--- config.mk ---
export PLATFORM = sky130hd
export DESIGN_NAME = round_sequencer
export DESIGN_NICKNAME = d
export VERILOG_FILES = /design/src/rtl/ascon_round_pkg.sv /design/src/rtl/round_sequencer.sv
export SDC_FILE = /design/constraint.sdc
export NUM_CORES = 1
export LEC_CHECK = 0
export CAP_MARGIN = 30
export CORE_MARGIN = 1.5
export CORE_UTILIZATION = 46
export DETAILED_ROUTE_END_ITERATION = 8
export GPL_TIMING_DRIVEN = 1
export PLACE_DENSITY_LB_ADDON = 0.2
export SKIP_LAST_GASP = 1
export SYNTH_ARGS = -nofsm -noshare
export SYNTH_HDL_FRONTEND = slang
export SYNTH_SLANG_ARGS = --single-unit
--- constraint.sdc ---
create_clock -name clock_cpt_i -period 4.79 [get_ports clock_cpt_i]
set_clock_uncertainty 0.15 [all_clocks]
set_input_delay 0.7185 -clock clock_cpt_i [delete_from_list [all_inputs] [get_ports clock_cpt_i]]
set_output_delay 0.7185 -clock clock_cpt_i [all_outputs]
set_load 0.03 [all_outputs]
--- src/rtl/ascon_round_pkg.sv ---
// Shared types, default round counts and the round-constant decode for the
// ASCON permutation round sequencer.
package ascon_round_pkg;

   // Permutation mode as presented by the top-level FSM on mode_i
   typedef enum logic [1:0] {
      MODE_A      = 2'd0,
      MODE_B      = 2'd1,
      MODE_C      = 2'd2,
      MODE_CUSTOM = 2'd3
   } mode_e;

   // Sequencer state
   typedef enum logic {
      IDLE = 1'b0,
      RUN  = 1'b1
   } state_e;

   // Default round counts: pa/p12, pb/p6 (ASCON-128), pb/p8 (ASCON-128a)
   localparam int ROUNDS_A_DEF = 12;
   localparam int ROUNDS_B_DEF = 6;
   localparam int ROUNDS_C_DEF = 8;

   // Round constant for round index i: high nibble 0xF-i, low nibble i
   function automatic logic [7:0] rc_f(input logic [3:0] index);
      return {4'hF - index, index};
   endfunction

endpackage

--- src/rtl/round_sequencer.sv ---
// ASCON round sequencer: accepts a start with a permutation mode, derives the
// start index from the round count, steps the round index under enable and
// decodes the matching round constant. Rounds always end at NB_ROUNDS_MAX-1,
// so shorter permutations simply start later in the constant table.
module round_sequencer
   import ascon_round_pkg::*;
#(
   parameter int NB_ROUNDS_MAX = 12,
   parameter int ROUNDS_A      = ROUNDS_A_DEF,
   parameter int ROUNDS_B      = ROUNDS_B_DEF,
   parameter int ROUNDS_C      = ROUNDS_C_DEF,
   parameter int CPT_W         = 4
) (
   input  logic             clock_cpt_i,
   input  logic             reset_i,
   input  logic             start_i,
   input  logic [1:0]       mode_i,
   input  logic [CPT_W-1:0] nb_rounds_i,
   input  logic             enable_i,
   input  logic             abort_i,
   output logic [CPT_W-1:0] counter_o,
   output logic [7:0]       rc_o,
   output logic             busy_o,
   output logic             first_o,
   output logic             last_o,
   output logic             done_o,
   output logic             err_o
);

   // Parameter sanity, evaluated at elaboration
   generate
      if (NB_ROUNDS_MAX < 1 || NB_ROUNDS_MAX > 16) begin : g_bad_depth
         $error("round_sequencer: NB_ROUNDS_MAX must be in 1..16");
      end
      if ((2 ** CPT_W) < NB_ROUNDS_MAX) begin : g_bad_width
         $error("round_sequencer: CPT_W too narrow for NB_ROUNDS_MAX");
      end
   endgenerate

   // One extra bit so custom counts above the table depth can be detected
   localparam logic [CPT_W:0]   NB_MAX_W = (CPT_W+1)'(NB_ROUNDS_MAX);
   localparam logic [CPT_W-1:0] LAST_IDX = CPT_W'(NB_ROUNDS_MAX - 1);

   state_e           state_reg, state_next;
   logic [CPT_W-1:0] counter_reg, counter_next;
   logic [CPT_W-1:0] start_idx_reg, start_idx_next;
   logic             done_reg, done_next;
   logic             err_reg, err_next;

   logic [CPT_W:0]   round_cnt;
   logic             round_ok;
   logic [CPT_W-1:0] start_calc;
   logic             at_last;

   // Round count for the requested mode and the resulting start index
   always_comb begin
      round_cnt = '0;
      case (mode_e'(mode_i))
         MODE_A:      round_cnt = (CPT_W+1)'(ROUNDS_A);
         MODE_B:      round_cnt = (CPT_W+1)'(ROUNDS_B);
         MODE_C:      round_cnt = (CPT_W+1)'(ROUNDS_C);
         MODE_CUSTOM: round_cnt = {1'b0, nb_rounds_i};
         default:     round_cnt = '0;
      endcase
      round_ok   = (round_cnt != '0) && (round_cnt <= NB_MAX_W);
      start_calc = CPT_W'(NB_MAX_W - round_cnt);
   end

   assign at_last = (counter_reg == LAST_IDX);

   // State, counter and pulse registers
   always_ff @(posedge clock_cpt_i or negedge reset_i) begin
      if (!reset_i) begin
         state_reg     <= IDLE;
         counter_reg   <= '0;
         start_idx_reg <= '0;
         done_reg      <= 1'b0;
         err_reg       <= 1'b0;
      end else begin
         state_reg     <= state_next;
         counter_reg   <= counter_next;
         start_idx_reg <= start_idx_next;
         done_reg      <= done_next;
         err_reg       <= err_next;
      end
   end

   // Next-state logic; abort outranks start and enable in every state
   always_comb begin
      state_next     = state_reg;
      counter_next   = counter_reg;
      start_idx_next = start_idx_reg;
      done_next      = 1'b0;
      err_next       = 1'b0;
      case (state_reg)
         IDLE: begin
            counter_next = '0;
            if (start_i && !abort_i) begin
               if (round_ok) begin
                  state_next     = RUN;
                  counter_next   = start_calc;
                  start_idx_next = start_calc;
               end else begin
                  err_next = 1'b1;
               end
            end
         end
         RUN: begin
            if (abort_i) begin
               state_next   = IDLE;
               counter_next = '0;
            end else if (enable_i) begin
               if (at_last) begin
                  state_next   = IDLE;
                  counter_next = '0;
                  done_next    = 1'b1;
               end else begin
                  counter_next = counter_reg + 1'b1;
               end
            end
         end
         default: begin
            state_next   = IDLE;
            counter_next = '0;
         end
      endcase
   end

   // Outputs decoded from registered state only
   always_comb begin
      busy_o    = (state_reg == RUN);
      counter_o = counter_reg;
      first_o   = busy_o && (counter_reg == start_idx_reg);
      last_o    = busy_o && at_last;
      rc_o      = busy_o ? rc_f(4'(counter_reg)) : 8'h00;
      done_o    = done_reg;
      err_o     = err_reg;
   end

endmodule

==> results.md, run 1 <==
* Outcome: completed
* Crit path depth at 4
* Post-CTS Setup Inserts at 0
* GP Congestion at 0.792
* Synth-to-Final Area Change at 39.4%
* GRT Util Overall at 20.1%
* Htree depth at 1
* Unrepaired setup endpoints after global routing: false
* Largest net degree at the start of global routing at 14
* Share of layout cells above drive strength 1 at 7.34%
* Critical Path Source Type: flip-flop
* Clock Tree Buf Depth at 2
* CP cell instances: ha_1 -> nor2b_1 -> and3_1 -> clkdlybuf4s50_1
* Num rows at 14
* Routed Antenna Nets at 0
* DR DRC count at 0
* Drt initial violations at 9
* Cts hold-fix bufs at 0
* Crit. End Element: primary output
* Total routed wirelength at 1.67 mm
* TritonCTS clock tree: yes
* Number of global-route vias before repair at 652
* Total iterations of the first detailed-routing run at 4
* XOR/XNOR share of the synthesized area at 4.65%
* Synth warn at 0
* Largest family of logic cells by synthesized area: simple AND/OR/NAND/NOR gates
* Reg2Reg Depth at 5
* Reg clk slew, reported paths at 0.06 ns
* Clock sinks at 11
* Vias at 705
* Antenna violations before repair at 0
* Count of final hold-check violations at 0
* Synthesized instance count at 83
* Largest delay share family, worst path: buffers and inverters
* Max FO, Critical Path at 10
* Critical path data arrival time at 2.11 ns
* Mean Syn Cell Area at 9.07 um^2
* Simple-Gate Fraction of Synth Area at 26.2%
* Relative slew slack at 66.5%
* Netlist Area Pre-Place at 753 um^2
* Area share of fa/ha/maj cells after synthesis at 3.32%
* CTS root buffer: clkbuf_4
* Design Power at 266 uW
* Hold Path Stages at 1
* Fmax at 0.336 GHz
* Die extent in y at 43.5 um
* I/O pin total at 28
* Fin crit share at 62.1%
* Final Slew Violations at 0
* I/O Buffers at 27
* Worst-skew pair later-pin latency at 0.27 ns
* Setup TNS at 0 ns
* Core area at 1520 um^2
* Starting Density at 49.4%
* Critical path's largest stage delay at 0.66 ns
* Max rail drop VDD at 0.189 mV
* Final worst path period need at 2.98 ns
* DR vias/cell at 5.64
* Diodes inserted at 0
* Final net count at 123
* Die width at 43.5 um
* Cts repair resizes at 0
* Dpl hpwl at 1.27 mm
* Crit path required time at 3.92 ns
* Multiplexer share of the synthesized area at 3.32%
* Worst-Margin Slew at 0.500 ns
* Seq/Total Area, Yosys at 36.5%
* CP max stage cell: clkdlybuf4s50_1
* Wire per inst at 13.3 um
* CP bufs+invs at 1
* Hold Path Class: flip-flop to flip-flop
* Flops & latches, synth at 11
* Lkg Pwr at 0.000474 uW
* Total CTS buffers at 3
* Power Density at 254 nW/um^2
* Crit Path Class: flip-flop to primary output
* Die ar. at 1890 um^2
* Syn_nets at 96
* Grt total ovfl at 0
* Yosys cell types at 34
* Wire length of the first global-routing pass at 2.81 mm
* Synth Area in Compound Gates at 22.3%
* MaxCap Viol Count at 0
* Final setup fails at 0
[synthesized netlist by cell type (all sizes together)]
cell type / number / area, um^2
xnor2: 1 / 8.76
o21bai: 1 / 7.51
mux2: 1 / 15.0
a21o: 2 / 15.0
a21bo: 1 / 10.0
o32a: 2 / 20.0
a31o: 1 / 8.76
nor2: 2 / 7.51
xor2: 3 / 26.3
nor3b: 1 / 7.51
a211o: 1 / 17.5
mux2i: 1 / 10.0
o22ai: 1 / 6.26
a21oi: 5 / 25.0
and3: 2 / 12.5
nand2: 6 / 22.5
a311oi: 1 / 8.76
nor4: 1 / 6.26
a31oi: 1 / 6.26
nor3: 5 / 25.0
nand3b: 1 / 7.51
nand2b: 5 / 31.3
and2: 5 / 31.3
nor4b: 1 / 8.76
o2111a: 1 / 11.3
nor2b: 6 / 37.5
o21a: 1 / 7.51
clkbuf: 4 / 15.0
ha: 2 / 25.0
o21ai: 4 / 23.8
inv: 2 / 7.51
dfrtp: 11 / 275
buf: 1 / 5.00
[path summary, 6_finish.rpt]
check / endpoint / startpoint / slack, ns
min in group asynchronous: err_o$_DFF_PN0_ / reset_i / 0.64
max: last_o / counter_o[0]$_DFFE_PN0P_ / 1.81
max in group asynchronous: counter_o[0]$_DFFE_PN0P_ / reset_i / 3.51
min reg2reg: start_idx_reg[0]$_DFFE_PN0P_ / start_idx_reg[0]$_DFFE_PN0P_ / 0.36
min: start_idx_reg[0]$_DFFE_PN0P_ / start_idx_reg[0]$_DFFE_PN0P_ / 0.36
max reg2reg: counter_o[3]$_DFFE_PN0P_ / counter_o[0]$_DFFE_PN0P_ / 3.01
[cell type report]
class	instances	area (um^2)
timing repair buffer	27	270
tap	16	20.0
fill	128	474
clock buffer	4	26.3
multi-input combinational	65	450
inverter	2	7.51
sequential	11	275
[placed cells by master (no fill, tap or decap)]
cell type and n:
clkdlybuf4s50_1 27, dfrtp_1 11, nor2b_1 6, nand2_1 6, and2_1 5, nand2b_1 5, nor3_1 5, a21oi_1 5
o21ai_0 3, xor2_1 3, clkbuf_4 3, inv_1 2, and3_1 2, nor2_1 2, o32a_1 2, a21o_1 2
ha_1 2, xnor2_1 1, nor4_1 1, nand3b_1 1, o21ai_2 1, a211o_4 1, mux2_4 1, nor4b_1 1
o2111a_1 1, nor3b_1 1, a31o_2 1, a31oi_1 1, a311oi_1 1, mux2i_1 1, o22ai_1 1, o21a_1 1
o21bai_1 1, a21bo_2 1, clkbuf_1 1
[worst reg2reg max path, delay by kind of cell, from the launching register on]
family | cells | cell delay (ns)
AO/OA/AOI/OAI | 3 | 0.67
adder cells (fa/ha/maj) | 1 | 0.26
flip-flops | 1 | 0.49
AND/OR/NAND/NOR | 1 | 0.17
[report_power, final]
group          internal (uW)  switching [uW]
clock                   32.2            28.5
combinational           44.9            46.4
sequential               102            12.5
total                    179            87.5
[layer usage]
metal | up-vias | GRT usage [%] | wire length [um]
met1 | 334 | 27.2 | 779
met3 | 0 | 6.67 | 97
met5 | - | 0 | 0
li1 | 352 | - | -
met2 | 19 | 31.9 | 789
met4 | 0 | 3.64 | 0
[stage by stage]
| step | std cells | setup WS [ns] | hold slack (ns) | area (um^2) | util [%] |
|---|---|---|---|---|---|
| after floorplan | 83 | 2.04 | 0.273 | 753 | - |
| after global placement | 121 | 1.88 | 0.354 | 1020 | 67.2 |
| after detailed placement | 121 | 1.78 | 0.349 | 1020 | 67.2 |
| after CTS | 125 | 1.81 | 0.363 | 1050 | 68.9 |
| after global routing | 125 | 1.67 | 0.367 | 1050 | 68.9 |
| final | 125 | 1.81 | 0.363 | 1050 | 68.9 |
[kinds of logic after synthesis]
kind of cell,count (synthesis)
and+or+nand+nor,35
adders and majority gates,2
AOI/OAI and AO/OA,22
DFF,11
muxes,2
xor gates and xnor gates,4
buffers and inverters,7
(Power assumes the default switching activity.)
==> run 2, diff against run 1 <==
CORE_UTILIZATION = 39   (was 46)
clock period = 2.5 ns   (was 4.79 ns; I/O delays follow)
==> run 2 against run 1 <==
  * Global-route usage down 1.0 points
  * Clock power increased by 100%
  * Routed wire length rose by 7.7%
  * Die area is 17% higher
  * Combinational power grew 99%
  * Sequential cell count stayed put
  * Non-clock buffer count up 6
  * Largest cell class unchanged
  * Highest routed layer is now met4
==> results.md, run 2 (synthesis results as in run 1) <==
* Number of global-route vias before repair at 620
* Total CTS buffers at 3
* Post-CTS Setup Inserts at 0
* Commonest non-fill, non-tap cells in the layout: 25 x clkdlybuf4s50_1, 11 x dfrtp_1, 6 x nor2b_1, 6 x nand2_1, 6 x buf_4
* Wire per inst at 12.8 um
* MaxCap Viol Count at 0
* Diodes inserted at 0
* I/O pin total at 28
* Fin cells at 140
* Drt initial violations at 23
* Cell Int Power at 349 uW
* Core area at 1760 um^2
* Reg area at 275 um^2
* Worst-Margin Slew at 0.480 ns
* Count of final hold-check violations at 0
* Relative slew slack at 67.9%
* Cts repair resizes at 2
* Largest net degree at the start of global routing at 14
* GRT Util Overall at 19.1%
* Wire length of the first global-routing pass at 2.79 mm
* Num rows at 15
* Dpl hpwl at 1.39 mm
* Logic pwr share at 34.9%
* Htree depth at 1
* Antenna violations before repair at 0
* Power Density at 474 nW/um^2
* Total routed wirelength at 1.79 mm
* I/O Buffers at 27
* Grt total ovfl at 0
* Die ar. at 2200 um^2
* Unrepaired setup endpoints after global routing: false
* Vias at 711
* TritonCTS clock tree: yes
* Reg clk slew, reported paths at 0.07 ns
* Final core occ at 62.6%
* Clk network pwr share at 23.6%
* Cts hold-fix bufs at 0
* Sw Share at 33.3%
* Routed Antenna Nets at 0
* Hold Path Class: input pin to async pin
* DR vias/cell at 5.08
* Crit. End Element: primary output
* Crit path required time at 1.98 ns
* CTS root buffer: clkbuf_4
* Die width at 46.9 um
* Seq pwr share at 41.6%
* # fillers at 174
* Final worst path period need at 2.31 ns
* Clock sinks at 11
* Final Slew Violations at 0
* Max FO, Critical Path at 8
* Fin crit share at 92.5%
* GP Congestion at 0.831
* Share of layout cells above drive strength 1 at 12.2%
* Most common cell after layout, fill and taps aside: clkdlybuf4s50_1
* Psw at 174 uW
* Design Power at 523 uW
* Starting Density at 42.7%
* Worst-skew pair later-pin latency at 0.28 ns
* Critical path data arrival time at 1.79 ns
* Fmax at 0.433 GHz
* Die extent in y at 46.9 um
* Total iterations of the first detailed-routing run at 4
* Final net count at 129
* Final setup fails at 0
* Crit Path Class: flip-flop to primary output
* Multi-input logic area at 450 um^2
* Max rail drop VDD at 0.366 mV
* Lkg Pwr at 0.000514 uW
* Reg2Reg Depth at 5
* Outcome: completed
* Synth-to-Final Area Change at 46.5%
* DR DRC count at 0
* Critical Path Source Type: flip-flop
* Clock Tree Buf Depth at 2
* Placed cells at 136
==> run 2: cell types whose count changed in the layout (fill, tap and decap cells not counted), sizes merged <==
cell,previous run,this run
clkdlybuf4s50,27,25
dlygate4sd2,0,2
buf,0,6
==> run 2: metal layers <==
layer / part of all wire (%) / vias to the layer above / track usage, %
met2: 46 / 16 / 29.3
met1: 47 / 333 / 24.9
met4: 1.1 / 0 / 6.67
met5: 0 / - / 0
li1: - / 359 / -
met3: 5.1 / 3 / 6.92
==> run 2: power by group through the flow <==
stage	logic (uW)	registers, uW	clock network, uW
final	182	217	123
after CTS	183	217	126
after floorplan	102	222	0
after detailed placement	185	220	0
after global placement	181	221	0
after global routing	198	221	134
==> run 2: final timing paths <==
kind	to	slack, ns	startpoint
hold / removal	err_o$_DFF_PN0_	0.27	reset_i
min in group clock_cpt_i	start_idx_reg[3]$_DFFE_PN0P_	0.37	start_idx_reg[3]$_DFFE_PN0P_
hold reg to reg	start_idx_reg[3]$_DFFE_PN0P_	0.37	start_idx_reg[3]$_DFFE_PN0P_
setup reg to reg	counter_o[3]$_DFFE_PN0P_	0.75	counter_o[1]$_DFFE_PN0P_
setup / recovery	last_o	0.19	counter_o[1]$_DFFE_PN0P_
max in group asynchronous	start_idx_reg[2]$_DFFE_PN0P_	1.60	reset_i
==> run 2: layout make-up <==
cell class,instances,share of cell area [%]
clock buffers,4,2.38
multi-input cells,65,40.8
well taps,25,2.83
flip-flops and latches,11,24.9
repair buffers,33,28.3
inverters,2,0.680
==> run 2: metrics by stage <==
| step | setup WS [ns] | TNS, ns | hold slack, ns | instance area [um^2] |
|---|---|---|---|---|
| after floorplan | 0.0935 | 0 | -0.0706 | 753 |
| after global placement | -0.0163 | -0.0163 | 0.351 | 1080 |
| after detailed placement | -0.0817 | -0.101 | 0.353 | 1080 |
| after CTS | 0.177 | 0 | 0.290 | 1100 |
| after global routing | 0.0301 | 0 | 0.324 | 1100 |
| final | 0.189 | 0 | 0.269 | 1100 |
==> run 2: worst max-delay path, cell delays in order, from the launching register on <==
cell	delay [ns]
dfrtp_1	0.49
ha_1	0.21
nor2b_1	0.24
and3_1	0.18
dlygate4sd2_1	0.39
==> run 3, diff against run 2 <==
ABC_AREA = 1   (was unset)
CORE_UTILIZATION = 38   (was 39)
GPL_TIMING_DRIVEN = 0   (was 1)
==> run 3 against run 2 <==
  * Non-clock buffer count decreased by 4
  * Synthesized cell count increased by 24%
  * First-iteration DRC count decreased by 65%
  * Highest routed layer unchanged
  * Fmax increased by 1.3%
  * Largest power group is now combinational cells
  * Total power increased by 25%
  * Critical path type unchanged
  * Largest cell class unchanged
  * Register-to-register slack improved by 0.11 ns
  * Sequential cell count unchanged
==> results.md, run 3 <==
* Diodes inserted at 0
* Reg clk slew, reported paths at 0.07 ns
* Predominant post-synthesis flop cell: dfrtp_1
* Mean Syn Cell Area at 6.97 um^2
* GRT Util Overall at 16.9%
* Yosys top cell by area: dfrtp_1
* Yosys top cell area share at 38.3%
* Share of layout cells above drive strength 1 at 9.70%
* Total routed wirelength at 1.60 mm
* Crit. End Element: primary output
* TritonCTS clock tree: yes
* Max rail drop VDD at 0.321 mV
* Clock Tree Buf Depth at 2
* I/O pin total at 28
* Final worst path period need at 2.28 ns
* # fillers at 169
* Worst-Margin Slew at 0.491 ns
* GP Congestion at 0.843
* Number of global-route vias before repair at 664
* Total iterations of the first detailed-routing run at 4
* Critical Path Source Type: flip-flop
* Yosys cell types at 20
* Multi-input logic area at 385 um^2
* Wire per inst at 10.0 um
* Worst reg2reg setup slack at 0.86 ns
* RR Startpoint: counter_o[0]$_DFFE_PN0P_
* CP endpoint: first_o
* MaxCap Viol Count at 0
* Commonest non-fill, non-tap cells in the layout: 31 x nand2_1, 25 x clkdlybuf4s50_1, 14 x inv_1, 11 x nor2_1, 11 x dfrtp_1
* Reg2Reg Depth at 5
* Crit Path Class: flip-flop to primary output
* Most common cell after layout, fill and taps aside: nand2_1
* Netlist Area Pre-Place at 718 um^2
* Htree depth at 1
* Dpl hpwl at 1.33 mm
* Final net count at 148
* Die width at 46.5 um
* Post-synth top cells: 31 x nand2_1, 14 x inv_1, 11 x dfrtp_1, 11 x nor2_1, 7 x o21ai_0
* Setup TNS at 0 ns
* Antenna violations before repair at 0
* Die ar. at 2160 um^2
* Starting Density at 41.1%
* Flops & latches, synth at 11
* Count of final hold-check violations at 0
* Lkg Pwr at 0.000554 uW
* Syn_nets at 116
* DR DRC count at 0
* Max FO, Critical Path at 7
* Die extent in y at 46.5 um
* Outcome: completed
* Fmax at 0.438 GHz
* Relative slew slack at 67.2%
* Wire length of the first global-routing pass at 2.54 mm
* Pre-CTS setup slack at 0.199 ns
* I/O Buffers at 27
* Worst-skew pair later-pin latency at 0.27 ns
* Unrepaired setup endpoints after global routing: false
* Num rows at 15
* Power Density at 619 nW/um^2
* Final Slew Violations at 0
* Critical path data arrival time at 1.76 ns
* Synth warn at 0
* Seq/Total Area, Yosys at 38.3%
* Ys async rst share at 100%
* Most common cell in the netlist: nand2_1
* Core area at 1750 um^2
* Post-synth EDFFs at 0
* CP cell instances: clkbuf_1 -> nor2_1 -> a21oi_1 -> nor4_2 -> dlygate4sd2_1
* Critical path's largest stage delay at 0.43 ns
* Synthesized instance count at 103
* Fin crit share at 91.3%
* Critical Path Start: counter_o[2]$_DFFE_PN0P_
* Drt initial violations at 8
* Clock sinks at 11
* Final setup fails at 0
* Total CTS buffers at 3
* Hold Path Class: input pin to async pin
* Worst r2r dst: busy_o$_DFF_PN0_
* Grt total ovfl at 0
* Synth-to-Final Area Change at 46.7%
* Largest cells by area after synthesis: dfrtp_1 38%, nand2_1 16%, inv_1 7.3%, nor2_1 5.7%, o21ai_0 4.9%
* DR vias/cell at 4.73
* CTS root buffer: clkbuf_4
* Routed Antenna Nets at 0
* Reg area at 275 um^2
* Largest net degree at the start of global routing at 12
* CP max stage cell: dlygate4sd2_1
* Crit path required time at 1.98 ns
* Vias at 752
* Worst setup margin at 0.218 ns
==> run 3: changes by cell type in the layout (fill, tap and decap cells not counted), moves of 5 or more <==
| cell | change |
|---|---|
| nor2b_1 | -6 |
| and2_1 | -5 |
| buf_4 | -6 |
| nor2_1 | +9 |
| nand2_1 | +25 |
| nor3_1 | -5 |
| inv_1 | +12 |
| nand2b_1 | -5 |
==> run 3: worst max-delay path, delay by kind of cell, from the launching register on <==
kind,cells,cell delay [ns]
AOI/OAI and AO/OA,1,0.07
buffers and inverters,2,0.61
DFF,1,0.37
and+or+nand+nor,2,0.44
==> run 3: metrics by stage <==
| step | power [uW] | hold WS (ns) | utilization [%] | cells | area (um^2) |
|---|---|---|---|---|---|
| 2_1_floorplan | 421 | -0.0706 | - | 103 | 724 |
| 4_1_cts | 657 | 0.317 | 60.2 | 159 | 1050 |
| 3_3_place_gp | 530 | 0.395 | 58.8 | 155 | 1030 |
| 5_1_grt | 694 | 0.332 | 60.4 | 159 | 1050 |
| 6_report | 652 | 0.286 | 60.4 | 159 | 1050 |
| 3_5_place_dp | 538 | 0.397 | 58.8 | 155 | 1030 |
==> run 3: how the worst min path moves through the flow <==
stage / endpoint / startpoint / depth (start not counted)
2_1_floorplan: busy_o$_DFF_PN0_ / reset_i / 0
3_3_place_gp: start_idx_reg[0]$_DFFE_PN0P_ / start_idx_reg[0]$_DFFE_PN0P_ / 2
3_5_place_dp: start_idx_reg[3]$_DFFE_PN0P_ / start_idx_reg[3]$_DFFE_PN0P_ / 2
4_1_cts: done_o$_DFF_PN0_ / reset_i / 1
5_1_grt: done_o$_DFF_PN0_ / reset_i / 1
6_report: start_idx_reg[2]$_DFFE_PN0P_ / reset_i / 1
==> run 3: routing by layer <==
metal | share of wire [%] | track usage, %
met5 | 0 | 0
met2 | 50 | 34.2
met1 | 42 | 16.6
met4 | 1.0 | 5.14
met3 | 7.1 | 3.53
==> run 3: layout make-up <==
type	instances	area share [%]
Multi-Input combinational cell	75	36.6
Sequential cell	11	26.1
Clock buffer	4	2.49
Inverter	15	5.34
Tap cell	25	2.97
Buffer	2	0.713
Timing Repair Buffer	27	25.8
==> run 3: power by group <==
| group | internal (uW) | switching, uW | total [uW] |
|---|---|---|---|
| clock | 61.7 | 60.0 | 122 |
| combinational | 118 | 175 | 293 |
| sequential | 209 | 27.9 | 237 |
| total | 389 | 263 | 652 |
==> run 3: cells by family after synthesis <==
| group | after synthesis | share of synthesized area, % |
|---|---|---|
| buffers and inverters | 17 | 8.88 |
| AND/OR/NAND/NOR | 55 | 32.8 |
| adder cells (fa/ha/maj) | 2 | 3.48 |
| flip-flops | 11 | 38.3 |
| XOR/XNOR | 3 | 3.66 |
| AO/OA/AOI/OAI | 15 | 12.9 |
==> run 3: repair_timing <==
item                                    CTS  global route
hold buffers                              0             0
gates resized for setup                   1             1
pin swaps                                 0             0
setup buffers                             0             0
cloned                                    0             0
endpoints found under the setup margin    1             1
